`src/rtl/qarma_cell_shuffler.sv`:
```
// Iterative QARMA cell shuffler: applies tau, tau^-1, h or h^-1 to a 16-cell state in_count times.
// Optional macro QARMA_SHUF_INV_EN adds the inverse networks; without it in_mode[0] is ignored.
module qarma_cell_shuffler #(
    parameter  int CELL_W = 4,
    localparam int N      = 16 * CELL_W
) (
    input  logic         clk,
    input  logic         rst_n,
    input  logic         flush,
    input  logic         in_valid,
    output logic         in_ready,
    input  logic [N-1:0] in_data,
    input  logic [1:0]   in_mode,
    input  logic [3:0]   in_count,
    output logic         out_valid,
    input  logic         out_ready,
    output logic [N-1:0] out_data,
    output logic         busy
);

    typedef enum logic [1:0] {
        S_IDLE = 2'd0,
        S_RUN  = 2'd1,
        S_DONE = 2'd2
    } state_t;

    localparam logic [3:0] P_TAU [16] = '{4'd0, 4'd11, 4'd6, 4'd13, 4'd10, 4'd1, 4'd12, 4'd7,
                                          4'd5, 4'd14, 4'd3, 4'd8, 4'd15, 4'd4, 4'd9, 4'd2};
    localparam logic [3:0] P_H   [16] = '{4'd6, 4'd5, 4'd14, 4'd15, 4'd0, 4'd1, 4'd2, 4'd3,
                                          4'd7, 4'd12, 4'd13, 4'd4, 4'd8, 4'd9, 4'd10, 4'd11};
`ifdef QARMA_SHUF_INV_EN
    localparam logic [3:0] P_TAU_INV [16] = '{4'd0, 4'd5, 4'd15, 4'd10, 4'd13, 4'd8, 4'd2, 4'd7,
                                              4'd11, 4'd14, 4'd4, 4'd1, 4'd6, 4'd3, 4'd9, 4'd12};
    localparam logic [3:0] P_H_INV   [16] = '{4'd4, 4'd5, 4'd6, 4'd7, 4'd11, 4'd1, 4'd0, 4'd8,
                                              4'd12, 4'd13, 4'd14, 4'd15, 4'd9, 4'd10, 4'd2, 4'd3};
`endif

    state_t         r_state;
    state_t         w_state_next;
    logic [N-1:0]   r_data;
    logic [1:0]     r_mode;
    logic [3:0]     r_rem;
    logic           w_accept;
    logic [N-1:0]   w_tau;
    logic [N-1:0]   w_h;
    logic [N-1:0]   w_perm;
`ifdef QARMA_SHUF_INV_EN
    logic [N-1:0]   w_tau_inv;
    logic [N-1:0]   w_h_inv;
`endif

    // Cell 0 sits in the most significant CELL_W bits.
    for (genvar gi = 0; gi < 16; gi++) begin : g_cell
        assign w_tau[N-1-gi*CELL_W -: CELL_W] = r_data[N-1-int'(P_TAU[gi])*CELL_W -: CELL_W];
        assign w_h[N-1-gi*CELL_W -: CELL_W]   = r_data[N-1-int'(P_H[gi])*CELL_W -: CELL_W];
`ifdef QARMA_SHUF_INV_EN
        assign w_tau_inv[N-1-gi*CELL_W -: CELL_W] = r_data[N-1-int'(P_TAU_INV[gi])*CELL_W -: CELL_W];
        assign w_h_inv[N-1-gi*CELL_W -: CELL_W]   = r_data[N-1-int'(P_H_INV[gi])*CELL_W -: CELL_W];
`endif
    end

    always_comb begin
        w_perm = w_tau;
`ifdef QARMA_SHUF_INV_EN
        case (r_mode)
            2'd0:    w_perm = w_tau;
            2'd1:    w_perm = w_tau_inv;
            2'd2:    w_perm = w_h;
            default: w_perm = w_h_inv;
        endcase
`else
        case (r_mode)
            2'd0, 2'd1: w_perm = w_tau;
            default:    w_perm = w_h;
        endcase
`endif
    end

    assign w_accept = in_valid & (r_state == S_IDLE) & ~flush;

    always_ff @(posedge clk or negedge rst_n) begin
        if (!rst_n) begin
            r_state <= S_IDLE;
        end else begin
            r_state <= w_state_next;
        end
    end

    // A zero count still spends one RUN cycle, so latency is max(count,1) for every request.
    always_comb begin
        w_state_next = r_state;
        if (flush) begin
            w_state_next = S_IDLE;
        end else begin
            case (r_state)
                S_IDLE: if (w_accept) w_state_next = S_RUN;
                S_RUN:  if (r_rem <= 4'd1) w_state_next = S_DONE;
                S_DONE: if (out_ready) w_state_next = S_IDLE;
                default: w_state_next = S_IDLE;
            endcase
        end
    end

    always_ff @(posedge clk or negedge rst_n) begin
        if (!rst_n) begin
            r_data <= '0;
            r_mode <= 2'd0;
            r_rem  <= 4'd0;
        end else if (w_accept) begin
            r_data <= in_data;
            r_mode <= in_mode;
            r_rem  <= in_count;
        end else if ((r_state == S_RUN) && !flush && (r_rem != 4'd0)) begin
            r_data <= w_perm;
            r_rem  <= r_rem - 4'd1;
        end
    end

    assign in_ready  = (r_state == S_IDLE);
    assign busy      = (r_state != S_IDLE);
    assign out_valid = (r_state == S_DONE);
    assign out_data  = r_data;

endmodule

```
`config.mk`:
```
export PLATFORM = sky130hd
export DESIGN_NAME = qarma_cell_shuffler
export DESIGN_NICKNAME = d
export VERILOG_FILES = /design/src/rtl/qarma_cell_shuffler.sv
export SDC_FILE = /design/constraint.sdc
export NUM_CORES = 1
export LEC_CHECK = 0
export ABC_CLOCK_PERIOD_IN_PS = 1900
export CORE_ASPECT_RATIO = 1.2
export CORE_MARGIN = 1.5
export CORE_UTILIZATION = 46
export DETAILED_ROUTE_END_ITERATION = 10
export PLACE_DENSITY = 0.82
export REMOVE_ABC_BUFFERS = 1
export SLEW_MARGIN = 10
export SYNTH_ARGS = -nofsm -noshare
export SYNTH_HDL_FRONTEND = slang
export SYNTH_SLANG_ARGS = --single-unit
```
`constraint.sdc`:
```
create_clock -name clk -period 1.9 [get_ports clk]
set_input_delay 0.38 -clock clk [delete_from_list [all_inputs] [get_ports clk]]
set_output_delay 0.38 -clock clk [all_outputs]
set_load 0.005 [all_outputs]
```
==> out/metrics.csv <==
metric;value;unit
largest net degree at the start of global routing;51;
max-slew violations;0;
final hold violations;0;
DIE AREA;9270;um^2
Synth top area share;44.4;%
Cells after Synth;417;
logic gate share of total power;47.1;%
slew at the pin closest to its max-slew limit;0.478;ns
kind of critical path;reg2reg;
CP Cell Sequence;inv_1 -> ha_1 -> or3b_4 -> and2_1 -> buf_4 -> o211ai_1;
die width;88.2;um
H-tree Lvls;3;
Crit path arrival time;2.03;ns
Worst R2R Path Depth;6;
area grow syn2layout;49.9;%
Final Setup Violations;0;
CTS Sinks;71;
mapped cell area;4000;um^2
VDD IR-drop max;0.816;mV
Setup WS post-layout;0.144;ns
initial antenna violation count;0;
outcome;finished clean;
fin crit share;92.4;%
Post-synth ARST share;100;%
Clock transition at path regs;0.08;ns
Largest stage delay, worst path;0.44;ns
first-pass GRT wire length;20200;um
Int Power;5560;uW
remaining antenna violation count after routing;0;
required time of the critical path;2.18;ns
diodes inserted;0;
unrepaired setup endpoints after global routing;no;
vias in the first global route;4045;
pwr dens;1440;nW/um^2
leak pwr;0.00237;uW
first drt pass iteration count;4;
total CTS buffers;9;
Largest delay share family, worst path;simple AND/OR/NAND/NOR gates;
minimum clock period;1.76;ns
Sw Ratio;35.7;%
CTS tree;yes;
CP Buf/Inv Count;2;
yosys warns;0;
initial DRC count;246;
std cell rows;37;
CP max-delay cell;or3b_4;
Seq/Total Area, Yosys;44.4;%
skew final;0.00843;ns
Max Freq;0.569;GHz
Clk pwr share;16.9;%
total grt overflow;0;
GPL Wtd Cong;0.787;
Clock Tree Root;clkbuf_8;
final setup TNS;0;ns
Fin Hold WS;0.518;ns
share of layout cells above drive strength 1;10.7;%
pre-CTS setup slack;-0.303;ns
max cap viols;0;
#FFs+latches synth;71;
Post-DP HPWL;8650;um
CP Max Fanout;7;
number of remaining DRC errors;0;
Max-Slew Margin vs Limit;68.1;%
EDFF count, synth;0;
Synth cell types;32;
Synth Flop Type;dfrtp_1;
dominant cell type by area after synthesis;dfrtp_1;
Initial Utilization;47.0;%
drt via density;5.90;
Worst Setup Start Kind;flip-flop;
Core Footprint;8520;um^2
sw power;3090;uW
Die Height;105;um
worst-skew pair later-pin latency;0.36;ns
via count;4012;
crit end category;flip-flop;
Port Buffers;140;
critical path depth;6;
Longest Clk Path Bufs;2;
Flop pwr share;36.0;%
HP Class;in2async;
gr usage total;27.8;%
per-cell routed wire length;18.4;um
nets@finish;636;
Syn Area/Cell;9.60;um^2
total wire length;12500;um
io pins;142;
top area cells in the synthesized netlist;dfrtp_1 44%, o211ai_1 22%, mux2i_1 13%;
==> what timing repair did <==
item	4_1_cts	5_1_grt
setup endpoints to repair	7	56
buffers inserted	2	0
gates resized for setup	6	7
hold buffers	1	0
pin swaps	0	0
cloned	0	1
endpoints found under the hold margin	34	0
==> state kept, by name, summed over array words and instances, names as in the netlist <==
name and flops:
r_rem 4, out_data 64, r_state 2, r_mode 1
==> cells in the mapped netlist (2+ instances only) <==
cell type	instances
o211ai_1	119
nor2_1	6
buf_1	3
inv_1	4
dfrtp_1	71
nand2_1	82
mux2i_1	52
buf_2	12
nand3_1	13
clkbuf_1	28
or4_1	2
ha_1	3
o21ai_0	2
a31oi_1	2
==> layout by cell type, fill, tap and decap left out, drive strengths merged <==
cell type / n
or4: 2
a21oi: 1
clkbuf: 13
nor4b: 1
dlygate4sd2: 2
or2: 1
or3b: 2
nand2b: 1
a221o: 1
dfrtp: 71
mux2i: 52
a31oi: 2
bufinv: 3
nand3: 13
nand4b: 1
ha: 3
nor2b: 1
o211ai: 119
nor2: 6
nor3: 1
nor4bb: 1
and2: 1
dlymetal6s2s: 1
dlygate4sd3: 1
o21ai: 2
nand2: 82
nor3b: 2
buf: 34
inv: 4
or3: 1
or4b: 1
clkdlybuf4s50: 136
clkinv: 1
==> area by class of cell <==
| cell class | count | area [um^2] |
|---|---|---|
| Fill cell | 659 | 2520 |
| Multi-Input combinational cell | 297 | 2060 |
| Sequential cell | 71 | 1780 |
| Timing Repair Buffer | 175 | 1770 |
| Tap cell | 117 | 146 |
| Clock buffer | 12 | 135 |
| Clock inverter | 4 | 95.1 |
| Inverter | 4 | 15.0 |
==> per-layer routing <==
layer / track usage [%] / wire length, um
met4: 13.3 / 350
met1: 37.0 / 4970
met2: 43.7 / 6280
met3: 4.42 / 902
met5: 0 / 0
==> kinds of logic (layout without fill, tap and decap cells) <==
group / after synthesis / after routing / synth area share (%)
AOI/OAI and AO/OA: 125 / 125 / 23.2
adders and majority gates: 3 / 3 / 0.938
muxes: 52 / 52 / 13.0
and+or+nand+nor: 117 / 117 / 13.2
buffers and inverters: 49 / 195 / 5.25
DFF: 71 / 71 / 44.4
==> worst reg2reg max path, delay by kind of cell (launching register included) <==
kind | cells | cell delay, ns
compound gates | 1 | 0.19
fa+ha+maj | 1 | 0.17
buf+inv | 2 | 0.27
flops | 1 | 0.39
simple gates | 2 | 0.65
==> stage by stage <==
| stage | total power, uW | std cells | util [%] | cell area, um^2 |
|---|---|---|---|---|
| final | 8650 | 680 | 70.4 | 6000 |
| after global routing | 9180 | 680 | 70.4 | 6000 |
| after CTS | 8620 | 679 | 69.9 | 5950 |
| after detailed placement | 7130 | 660 | 66.7 | 5690 |
| after global placement | 6970 | 660 | 66.7 | 5690 |
| after floorplan | 4770 | 372 | - | 3810 |
==> power groups by stage <==
stage          Sequential [uW]  Clock (uW)  Combinational, uW
6_report                  3120        1460               4070
5_1_grt                   3220        1520               4440
4_1_cts                   3100        1460               4060
3_5_place_dp              3120           0               4000
3_3_place_gp              3090           0               3880
2_1_floorplan             3050           0               1720
==> path summary, 6_finish.rpt <==
check                              from           end  slack [ns]
max in group asynchronous         rst_n      r_rem[2]        0.80
hold reg to reg            out_data[59]  out_data[43]        0.57
min in group clk             in_mode[1]     r_mode[1]        0.55
setup / recovery               r_rem[1]  out_data[35]        0.14
hold / removal                    rst_n  out_data[26]        0.52
setup reg to reg               r_rem[1]  out_data[35]        0.14
(Power assumes the default switching activity.)
